## src/rtl/shift_pkg.sv

```systemverilog
// Shared types and constants for the shift arbiter slice.
// SHIFT_ARB_RR_EN (in shift_arbiter) selects round-robin instead of fixed-priority grant.
package shift_pkg;

  localparam int unsigned DATA_W  = 32;
  localparam int unsigned SHAMT_W = 5;

  typedef enum logic [1:0] {
    OpSll  = 2'b00,
    OpSrl  = 2'b01,
    OpSra  = 2'b10,
    OpPass = 2'b11
  } shift_op_e;

  typedef enum logic {
    StEmpty = 1'b0,
    StFull  = 1'b1
  } arb_state_e;

endpackage

```

## src/rtl/shift_unit.sv

```systemverilog
// Combinational 32-bit shifter: SLL, SRL, SRA and pass-through.
module shift_unit
  import shift_pkg::*;
(
  input  logic [DATA_W-1:0]  data,
  input  logic [SHAMT_W-1:0] shamt,
  input  shift_op_e          op,
  output logic [DATA_W-1:0]  result
);

  always_comb begin
    result = data;
    unique case (op)
      OpSll:  result = data << shamt;
      OpSrl:  result = data >> shamt;
      OpSra:  result = $unsigned($signed(data) >>> shamt);
      OpPass: result = data;
    endcase
  end

endmodule

```

## src/rtl/shift_arbiter.sv

```systemverilog
// Two-port arbiter in front of one shared shifter with a one-entry result buffer.
// Define SHIFT_ARB_RR_EN for round-robin grant; otherwise port 0 has fixed priority.
module shift_arbiter #(
  parameter int unsigned DATA_W  = 32,
  parameter int unsigned SHAMT_W = 5
) (
  input  logic               i_clk,
  input  logic               i_reset,
  input  logic [1:0]         req_valid,
  output logic [1:0]         req_ready,
  input  logic [DATA_W-1:0]  req_data0,
  input  logic [DATA_W-1:0]  req_data1,
  input  logic [SHAMT_W-1:0] req_shamt0,
  input  logic [SHAMT_W-1:0] req_shamt1,
  input  logic [1:0]         req_op0,
  input  logic [1:0]         req_op1,
  output logic [1:0]         rsp_valid,
  input  logic [1:0]         rsp_ready,
  output logic [DATA_W-1:0]  rsp_data,
  output logic               busy
);

  import shift_pkg::*;

  arb_state_e         state_q, state_d;
  logic               owner_q, owner_d;
  logic [DATA_W-1:0]  data_q, data_d;
  logic [1:0]         gnt;
  logic               drain, can_accept, accept, sel;
  logic [DATA_W-1:0]  sel_data, shift_res;
  logic [SHAMT_W-1:0] sel_shamt;
  shift_op_e          sel_op;

`ifdef SHIFT_ARB_RR_EN
  logic ptr_q, ptr_d;

  // ptr_q names the port that wins when both are valid.
  always_comb begin
    gnt = req_valid;
    if (req_valid == 2'b11) begin
      gnt = ptr_q ? 2'b10 : 2'b01;
    end
  end

  always_comb begin
    ptr_d = ptr_q;
    if (accept) begin
      ptr_d = ~sel;
    end
  end

  always_ff @(posedge i_clk) begin
    if (!i_reset) begin
      ptr_q <= 1'b0;
    end else begin
      ptr_q <= ptr_d;
    end
  end
`else
  always_comb begin
    gnt = {req_valid[1] & ~req_valid[0], req_valid[0]};
  end
`endif

  assign drain      = (state_q == StFull) & rsp_ready[owner_q];
  assign can_accept = (state_q == StEmpty) | drain;
  // Ready is suppressed while reset is held so nothing is accepted across it.
  assign req_ready  = gnt & {2{can_accept & i_reset}};
  assign accept     = |(req_valid & req_ready);
  assign sel        = gnt[1];

  assign sel_data  = sel ? req_data1 : req_data0;
  assign sel_shamt = sel ? req_shamt1 : req_shamt0;
  assign sel_op    = shift_op_e'(sel ? req_op1 : req_op0);

  shift_unit u_shift_unit (
    .data   (sel_data),
    .shamt  (sel_shamt),
    .op     (sel_op),
    .result (shift_res)
  );

  always_comb begin
    state_d = state_q;
    owner_d = owner_q;
    data_d  = data_q;
    if (accept) begin
      state_d = StFull;
      owner_d = sel;
      data_d  = shift_res;
    end else if (drain) begin
      state_d = StEmpty;
    end
  end

  always_ff @(posedge i_clk) begin
    if (!i_reset) begin
      state_q <= StEmpty;
      owner_q <= 1'b0;
      data_q  <= '0;
    end else begin
      state_q <= state_d;
      owner_q <= owner_d;
      data_q  <= data_d;
    end
  end

  assign rsp_valid = (state_q == StFull) ? (owner_q ? 2'b10 : 2'b01) : 2'b00;
  assign rsp_data  = data_q;
  assign busy      = (state_q == StFull);

endmodule
```

## config.mk

```make
export PLATFORM = sky130hd
export DESIGN_NAME = shift_arbiter
export DESIGN_NICKNAME = d
export VERILOG_FILES = /design/src/rtl/shift_pkg.sv /design/src/rtl/shift_unit.sv /design/src/rtl/shift_arbiter.sv
export SDC_FILE = /design/constraint.sdc
export NUM_CORES = 1
export LEC_CHECK = 0
export BUFFER_PORTS_ARGS = -buffer_cell sky130_fd_sc_hd__clkbuf_2
export CAP_MARGIN = 10
export CORE_MARGIN = 5
export CORE_UTILIZATION = 40
export CTS_BUF_LIST = sky130_fd_sc_hd__clkbuf_4 sky130_fd_sc_hd__clkbuf_8
export DETAILED_ROUTE_END_ITERATION = 8
export SLEW_MARGIN = 15
export SYNTH_ARGS = -nofsm -noshare
export SYNTH_HDL_FRONTEND = slang
export SYNTH_SLANG_ARGS = --single-unit
```

## constraint.sdc

```tcl
create_clock -name i_clk -period 2.7 [get_ports i_clk]
set_clock_uncertainty 0.15 [all_clocks]
set_input_delay 0.27 -clock i_clk [delete_from_list [all_inputs] [get_ports i_clk]]
set_output_delay 0.27 -clock i_clk [all_outputs]
set_load 0.01 [all_outputs]
```

==> flow_summary.ini, run 1 <==
[floorplan]
dieArea_sq_um = 20840
die_h_microns = 144.4
core-area_sq_um = 17840
initial_core_util_pct = 40.47
pin_count = 121
num_rows = 49
dieWidth_microns = 144.4

[sta]
period_needed_ps = 2651
grt_setup_unrepaired = yes
tns_ps = 0
hold_viol = 0
slew_headroom_pct = 37.30
tightest_slew_ps = 934.2
period_share_pct = 98.20
finalSetupViolations = 0
hold_ws_ps = 134.3
drv_slew = 0
clock.fmax_mhz = 377.2

[place]
globalplace.congestion = 1.069
dp.cells = 1629
place_area_sq_um = 10380
io_buffer_count = 120
hpwlAfterDp_microns = 36620

[power]
p_leak_nw = 4.759
ir_drop_uv = 310.1
clkPwrFrac_pct = 13.7
finalPower_mw = 3.613
p_sw_mw = 1.715
internal_power_mw = 1.898
powerDensity_nw_per_um2 = 342.6
switching_share_pct = 47.46
p_seq_share_pct = 16.0
combPwrFrac_pct = 70.3

[worst_setup_path]
cp.required_ps = 2740
worst_setup_path_end_kind = flop
crit_start = req_valid[1]
arrival_ps = 2690
rr_endpoint = rsp_data[24]
cp-start-kind = input port
reg2reg_slack_ps = 310
endpoint = rsp_data[24]
r2r_start = owner_q
cp_max_fo = 11
crit_type = input port to flop
ff2ff_path_depth = 8

[grt]
grt_pass1_vias = 10420
antenna_found_initial = 0
grt.total_usage_pct = 42.20
grt_max_degree = 54
grt_pass1_wl_microns = 65490
grt-ovfl-total = 0

[synth]
synth_top_cell_by_area = mux2i_1
synth-edff-count = 0
async_flop_share_pct = 0
yosysWarningCount = 0
seq_area_frac_synth_pct = 9.426
synth_area_leaders = mux2i_1 (11%), dfxtp_1 (9.4%), nand2_1 (6.8%)
syn_avg_cell_area_sq_um = 6.990
synth_fp_nets = 1117
synth_top_area_share_pct = 10.67
syn_area_sq_um = 7221
synth-seq-cells = 34
ys_types = 96
synth_flop_cell = dfxtp_1
syn_inst = 1033

[cells_and_area]
fin_cells = 1638
fin_nets = 1492
diodes = 0
drive_gt1_share_pct = 38.89
postLayoutCellArea_sq_um = 10550
area_growth_pct = 46.06

[route]
ant_nets = 0
drtIter0Drc = 1362
vias = 10900
wl_per_cell_microns = 27.37
drtPass1Iterations = 5
drcViolationCount = 0
wl_microns = 44840
vias_per_cell = 6.655

[clock_tree]
postCtsHoldBufs = 0
h-tree-depth = 2
clkTransAtPathRegs_ps = 80
clk_latency_ps = 320
clk_path_buf_depth = 2
cts.sink_count = 34
root_buffer = clkbuf_8
cts_tree = built
cts_made_buffers = 5

[run]
drv_cap = 0

[hold_path]
hold_class = input port to flop

[status]
status = finished clean
per-stage QoR:
stage	utilization, %	worst slack, ps
6_report	59.11	48.73
5_1_grt	59.11	-11.02
4_1_cts	58.82	49.27
3_5_place_dp	58.17	-306.7
3_3_place_gp	58.17	-357.0
2_1_floorplan	-	321.5
cells in the mapped netlist (7+ instances only):
master and count:
nand2_1 130, nand3_1 29, o311ai_0 8, buf_2 50, clkbuf_1 25, a21oi_1 64
inv_1 16, and3_1 14, o31ai_1 7, mux2_2 28, o211ai_1 22, a311oi_1 7
a211oi_1 19, nor2_1 88, a31oi_1 41, a221oi_1 9, nor4bb_1 10, and2_1 13
a22oi_1 9, dfxtp_1 34, nand2b_1 10, buf_4 9, a2111oi_0 8, o22ai_1 13
o221ai_1 20, nor3_1 22, o32ai_1 10, mux2i_1 77, or3_1 9, o21ai_0 70
sequential cells by signal (all words and copies together), names as in the netlist:
name	flops
busy	1
rsp_data	32
owner_q	1
cell type report:
cell class | instances | area (sq um)
fillers | 1760 | 7295
multi-input cells | 890 | 6081
repair buffers | 459 | 3321
flip-flops and latches | 34 | 680.7
well taps | 229 | 286.5
clock buffers | 8 | 110.1
inverters | 18 | 67.56
layout by cell type, fill, tap and decap left out, drive strengths merged, types with 11 or more instances in the layout:
master  instances
and3           14
mux2           30
nor2           94
nor3           23
buf           339
a31oi          41
inv            16
dfxtp          34
a211oi         19
mux2i          81
o22ai          13
and2           14
nand2b         11
clkbuf        128
nand2         131
o211ai         22
o21ai          75
a21oi          66
o221ai         20
nand3          29
worst min-delay path by stage:
stage	from	endpoint	slack (ps)	depth (start not counted)
2_1_floorplan	i_reset	rsp_data[31]	300	2
3_3_place_gp	rsp_data[29]	rsp_data[29]	310	2
3_5_place_dp	rsp_data[29]	rsp_data[29]	310	2
4_1_cts	i_reset	busy	140	3
5_1_grt	i_reset	busy	160	3
6_report	i_reset	busy	130	3
metal layers:
metal | track usage, % | wire (microns)
met1 | 52.12 | 16790
met2 | 66.64 | 19650
met3 | 8.532 | 4733
met4 | 27.34 | 3668
met5 | 0 | 0
power by group through the flow:
stage | registers (mW) | clock network [mW] | logic [mW]
2_1_floorplan | 0.608 | 0 | 1.10
5_1_grt | 0.583 | 0.506 | 2.63
3_5_place_dp | 0.590 | 0 | 2.42
4_1_cts | 0.579 | 0.490 | 2.43
6_report | 0.579 | 0.494 | 2.54
3_3_place_gp | 0.589 | 0 | 2.43
cell families after synthesis:
group / count (synthesis) / synth area share (%)
simple gates: 371 / 25.59
flops: 34 / 9.426
xor+xnor: 2 / 0.2426
compound gates: 400 / 39.14
mux: 117 / 18.21
buf+inv: 109 / 7.382
worst max-delay path, cell delays in order:
cell      delay, ps
clkbuf_2        180
buf_4           140
nor2b_4         200
buf_4           250
buf_12          160
mux2_2          440
nand2_1         230
o21ai_0         180
nor3_2          360
buf_4           170
a41oi_1         100
timing repair:
| action | CTS | global route |
|---|---|---|
| resized for setup | 1 | 11 |
| hold endpoints to repair | 0 | 0 |
| setup endpoints to repair | 1 | 10 |
| buffers inserted | 0 | 1 |
| pin swaps | 0 | 2 |
No activity file was read; power rests on OpenSTA's default activity.
==> run 2: changes to the inputs <==
--- a/config.mk
+++ b/config.mk
@@ -5,12 +5,13 @@
 export SDC_FILE = /design/constraint.sdc
 export NUM_CORES = 1
 export LEC_CHECK = 0
-export BUFFER_PORTS_ARGS = -buffer_cell sky130_fd_sc_hd__clkbuf_2
+export ABC_AREA = 1
 export CAP_MARGIN = 10
 export CORE_MARGIN = 5
 export CORE_UTILIZATION = 40
 export CTS_BUF_LIST = sky130_fd_sc_hd__clkbuf_4 sky130_fd_sc_hd__clkbuf_8
 export DETAILED_ROUTE_END_ITERATION = 8
+export DONT_BUFFER_PORTS = 1
 export SLEW_MARGIN = 15
 export SYNTH_ARGS = -nofsm -noshare
 export SYNTH_HDL_FRONTEND = slang
==> run 2 against run 1 <==
Against the previous run: clock power shrank 9.5%; synthesized cell count grew 23%; total power shrank 26%; setup slack gained 310 ps; sequential share of layout area increased by 4.0 points; first-iteration DRC count shrank 11%; flip-flop and latch count unchanged; non-clock buffer count shrank 424; combinational power down 37%; utilization down 16 points; via count decreased by 23%; cell area down 38%.
==> flow_summary.ini, run 2 <==
[grt]
grt-ovfl-total = 0
grt_max_degree = 67
grt.total_usage_pct = 28.88
antenna_found_initial = 0
grt_pass1_wl_microns = 42370
grt_pass1_vias = 7508

[cells_and_area]
postLayoutCellArea_sq_um = 6530
fin_cells = 1449
final_common_cell = nand2_1
diodes = 0
drive_gt1_share_pct = 6.866
area_growth_pct = 3.799
mostFrequentLayoutCells = nand2_1 (506), nand3_1 (358), nor2_1 (90), inv_1 (88), dfxtp_1 (34)
largest_reg_flops = 32
fin_nets = 1321

[place]
place_area_sq_um = 6410
pre_cts_slack_ps = 202.0
io_buffer_count = 0
hpwlAfterDp_microns = 20730
globalplace.congestion = 1.029
dp.cells = 1440

[worst_setup_path]
crit_type = flop to flop
cpMaxStageDelayCell = dfxtp_1
rr_endpoint = rsp_data[17]
arrival_ps = 2370
cp.required_ps = 2730
reg2reg_slack_ps = 360
worst_setup_path_end_kind = flop
endpoint = rsp_data[17]
cp_cell_sequence = inv_1, nor3_1, nor2_1, nand2_1, nor2_1, buf_4, nor2_1, inv_2, buf_4, o21ai_0, nor2_1
ff2ff_path_depth = 11
cp_common_cell = nor2_1
r2r_start = busy
cp-start-kind = flop
cp_max_fo = 23
crit_start = busy
critical_path.max_stage_delay_ps = 400

[sta]
setup_slack_ps = 358.3
grt_setup_unrepaired = no
drv_slew = 0
finalSetupViolations = 0
period_needed_ps = 2342
clock.fmax_mhz = 427.0
tightest_slew_ps = 621.6
slew_headroom_pct = 58.40
tns_ps = 0
period_share_pct = 86.73
hold_viol = 0

[synth]
synth_top_area_share_pct = 30.19
yosysWarningCount = 0
synth_fp_nets = 1359
synth-edff-count = 0
syn_area_sq_um = 6291
async_flop_share_pct = 0
synth-compound-area-share_pct = 6.643
ys_types = 34
synth-seq-cells = 34
syn_avg_cell_area_sq_um = 4.934
synth_area_leaders = nand2_1 (30%), nand3_1 (28%), dfxtp_1 (11%)
synth_top_cell_by_area = nand2_1
synth_flop_cell = dfxtp_1
synth-simple-area-share_pct = 68.70
synthXorXnorAreaFrac_pct = 0
synth_top_family_by_area = simple AND/OR/NAND/NOR gates
seq_area_frac_synth_pct = 10.82
ys_top_cells_by_count = nand2_1 (506), nand3_1 (358), nor2_1 (90), inv_1 (88), dfxtp_1 (34)
syn_inst = 1275
synth.area.mux_share_pct = 0
synth_most_common_cell = nand2_1
synth-adder-area-share_pct = 0

[clock_tree]
clk_latency_ps = 280
cts.sink_count = 34
cts.repair.resized = 0
h-tree-depth = 2
cts_made_buffers = 5
cts_tree = built
root_buffer = clkbuf_8
clk_path_buf_depth = 2
clkTransAtPathRegs_ps = 80

[route]
drcViolationCount = 0
drtPass1Iterations = 6
vias = 8399
vias_per_cell = 5.796
drtIter0Drc = 1206
wl_per_cell_microns = 18.39
wl_microns = 26650
ant_nets = 0

[status]
status = finished clean

[floorplan]
pin_count = 121
core-area_sq_um = 15310
dieArea_sq_um = 18340
initial_core_util_pct = 41.08
num_rows = 45
dieWidth_microns = 135.4
die_h_microns = 135.4

[hold_path]
hold_class = input port to flop
hp-start = rsp_ready[0]

[power]
powerDensity_nw_per_um2 = 409.2
ir_drop_uv = 203.8
finalPower_mw = 2.672
p_leak_nw = 3.515

[run]
drv_cap = 0
[run 2: metrics by stage]
stage          utilization (%)  hold WS (ps)
6_report                 42.64         140.9
3_3_place_gp             41.85         270.5
3_5_place_dp             41.85         270.2
5_1_grt                  42.64         172.0
2_1_floorplan                -         357.8
4_1_cts                  42.64         133.2
[run 2: per-layer routing]
| layer | global-route usage (%) | wire length [microns] | vias up |
|---|---|---|---|
| met5 | 0 | 0 | - |
| met4 | 13.66 | 1529 | 0 |
| met3 | 3.789 | 2343 | 88 |
| met2 | 44.50 | 11690 | 507 |
| met1 | 39.78 | 11090 | 3749 |
| li1 | - | - | 4055 |
[run 2: layout make-up]
cell class	count	area, sq um
fill	1812	8785
multi-input combinational	1063	4755
sequential	34	680.7
inverter	98	367.9
timing repair buffer	35	352.8
tap	211	264.0
clock buffer	8	110.1
[run 2: worst min-delay path by stage]
stage	end	slack, ps	depth (start not counted)
global placement	rsp_data[25]	270	2
finish	busy	140	3
detailed placement	rsp_data[22]	270	2
global route	busy	170	3
floorplan	owner_q	360	2
CTS	busy	130	3
[run 2: what timing repair did]
| action | 4_1_cts | 5_1_grt |
|---|---|---|
| setup buffers | 0 | 0 |
| hold buffers | 1 | 0 |
| endpoints found under the hold margin | 19 | 0 |
[run 2: kinds of logic (layout without fill, tap and decap cells)]
family | Yosys count | after routing
buffers and inverters | 178 | 141
AND/OR/NAND/NOR | 994 | 994
AO/OA/AOI/OAI | 69 | 69
flip-flops | 34 | 34
[run 2: report_power, final]
part           switching, mW  internal (mW)  total [mW]
clock network          0.190          0.258       0.447
logic                   1.13          0.479        1.61
registers             0.0615          0.552       0.614
[run 2: worst max-delay path, delay by kind of cell (launching register included)]
kind	cells	cell delay [ps]
AND/OR/NAND/NOR	6	730
buffers and inverters	4	710
flip-flops	1	400
AO/OA/AOI/OAI	1	230
==> run 3: changes to the inputs <==
--- a/config.mk
+++ b/config.mk
@@ -12,6 +12,7 @@
 export CTS_BUF_LIST = sky130_fd_sc_hd__clkbuf_4 sky130_fd_sc_hd__clkbuf_8
 export DETAILED_ROUTE_END_ITERATION = 8
 export DONT_BUFFER_PORTS = 1
+export PLACE_DENSITY_LB_ADDON = 0.2
 export SLEW_MARGIN = 15
 export SYNTH_ARGS = -nofsm -noshare
 export SYNTH_HDL_FRONTEND = slang
==> run 3 against run 2 <==
Against the previous run: count of clock-buffer cells in the layout shrank 2; critical path depth grew 3; total power shrank 3.2%; final cell count hardly changed; first-iteration DRC count shrank 14%; non-clock buffer count down 1; cell area fell by 0.34%; combinational power barely moved; global-route usage down 1.2 points; die area unchanged; critical endpoint unchanged.
==> flow_summary.ini, run 3 (synthesis results as in run 2) <==
[worst_setup_path]
crit_type = input port to flop
cp.depth = 14
cp_top_family = simple AND/OR/NAND/NOR gates
cp_max_fo = 41
critical_path.max_stage_delay_ps = 270
arrival_ps = 2380
cpMaxStageDelayCell = nand2_1
cp-start-kind = input port
reg2reg_slack_ps = 500
worst_setup_path_end_kind = flop
cp_cell_sequence = inv_2, nand2_4, nand2_2, nand2_4, nand2_1, nand3_1, nand3_1, nand3_1, nand2_1, nand2_1, nand2_1, nand3_1, nor2_1, nor2_1
cp.required_ps = 2720
path_buf_inv = 1
ff2ff_path_depth = 12

[sta]
period_share_pct = 87.48
grt_setup_unrepaired = no
tightest_slew_ps = 1008
tns_ps = 0
clock.fmax_mhz = 423.4
drv_slew = 0
finalSetupViolations = 0
hold_viol = 0
period_needed_ps = 2362
slew_headroom_pct = 32.54

[place]
io_buffer_count = 0
place_area_sq_um = 6402
hpwlAfterDp_microns = 20480
globalplace.congestion = 0.9952

[route]
wl_microns = 25930
drtPass1Iterations = 7
wl_per_cell_microns = 17.91
drtIter0Drc = 1039
vias_per_cell = 5.695
vias = 8247
drcViolationCount = 0
ant_nets = 0

[power]
finalPower_mw = 2.586
p_leak_nw = 3.500
p_sw_mw = 1.353
switching_share_pct = 52.32
clkPwrFrac_pct = 14.9
powerDensity_nw_per_um2 = 397.3
internal_power_mw = 1.233
ir_drop_uv = 213.2
combPwrFrac_pct = 61.5
p_seq_share_pct = 23.7

[hold_path]
hold_class = input port to flop
whs_path_depth = 3

[cells_and_area]
postLayoutCellArea_sq_um = 6507
diodes = 0
largest_reg_flops = 32
area_growth_pct = 3.441
drive_gt1_share_pct = 6.791
final_common_cell = nand2_1
fin_nets = 1320
mostFrequentLayoutCells = nand2_1 (506), nand3_1 (358), nor2_1 (90), inv_1 (88), dfxtp_1 (34)

[grt]
grt_pass1_wl_microns = 40370
grt.total_usage_pct = 27.69
antenna_found_initial = 0
grt_max_degree = 63
grt-ovfl-total = 0
grt_pass1_vias = 7401

[clock_tree]
cts_made_buffers = 5
root_buffer = clkbuf_8
clk_path_buf_depth = 2
clkTransAtPathRegs_ps = 70
h-tree-depth = 2
clk_latency_ps = 270
cts.sink_count = 34
cts_tree = built
cts.repair.resized = 0
postCtsHoldBufs = 1
post-cts-setup-buffers = 0

[floorplan]
dieWidth_microns = 135.4
initial_core_util_pct = 41.08
die_h_microns = 135.4
core-area_sq_um = 15310
pin_count = 121
num_rows = 45
dieArea_sq_um = 18340

[run]
drv_cap = 0

[status]
status = finished clean
==> run 3: changes by cell type in the layout (fill, tap and decap cells not counted) <==
| cell | before | now |
|---|---|---|
| clkinv_2 | 0 | 1 |
| buf_4 | 27 | 26 |
| clkbuf_8 | 8 | 6 |
| clkinvlp_4 | 0 | 1 |
==> run 3: path summary, 6_finish.rpt <==
path,start,endpoint
min reg2reg,owner_q,owner_q
max,req_valid[0],rsp_data[17]
min,rsp_ready[0],busy
max reg2reg,busy,rsp_data[19]
==> run 3: cell type report <==
| cell class | instances | area (sq um) |
|---|---|---|
| clock buffer | 6 | 82.58 |
| clock inverter | 2 | 12.51 |
| fill | 1806 | 8807 |
| inverter | 98 | 367.9 |
| multi-input combinational | 1063 | 4755 |
| sequential | 34 | 680.7 |
| tap | 211 | 264.0 |
| timing repair buffer | 34 | 345.3 |
==> run 3: worst min-delay path: cells and delay by family <==
kind | cells | cell delay [ps]
and+or+nand+nor | 2 | 150
AOI/OAI and AO/OA | 1 | 80
==> run 3: per-stage QoR <==
step / setup slack, ps / hold slack [ps] / utilization, % / std cells
after global routing: 135.1 / 134.2 / 42.49 / 1448
final: 338.1 / 118.9 / 42.49 / 1448
after detailed placement: 58.69 / 271.0 / 41.81 / 1439
after floorplan: 727.7 / 357.8 / - / 1275
after global placement: 65.46 / 264.2 / 41.81 / 1439
after CTS: 348.6 / 112.7 / 42.49 / 1448
==> run 3: power groups by stage <==
stage | combinational, mW | clock, mW | sequential [mW]
2_1_floorplan | 1.16 | 0 | 0.609
3_3_place_gp | 1.54 | 0 | 0.625
3_5_place_dp | 1.54 | 0 | 0.624
4_1_cts | 1.55 | 0.391 | 0.613
5_1_grt | 1.76 | 0.419 | 0.617
6_report | 1.59 | 0.384 | 0.611
==> run 3: per-layer routing <==
metal / global-route usage [%] / part of all wire [%]
met5: 0 / 0
met1: 37.63 / 42
met3: 3.715 / 8.8
met4: 14.05 / 6.4
met2: 42.78 / 43
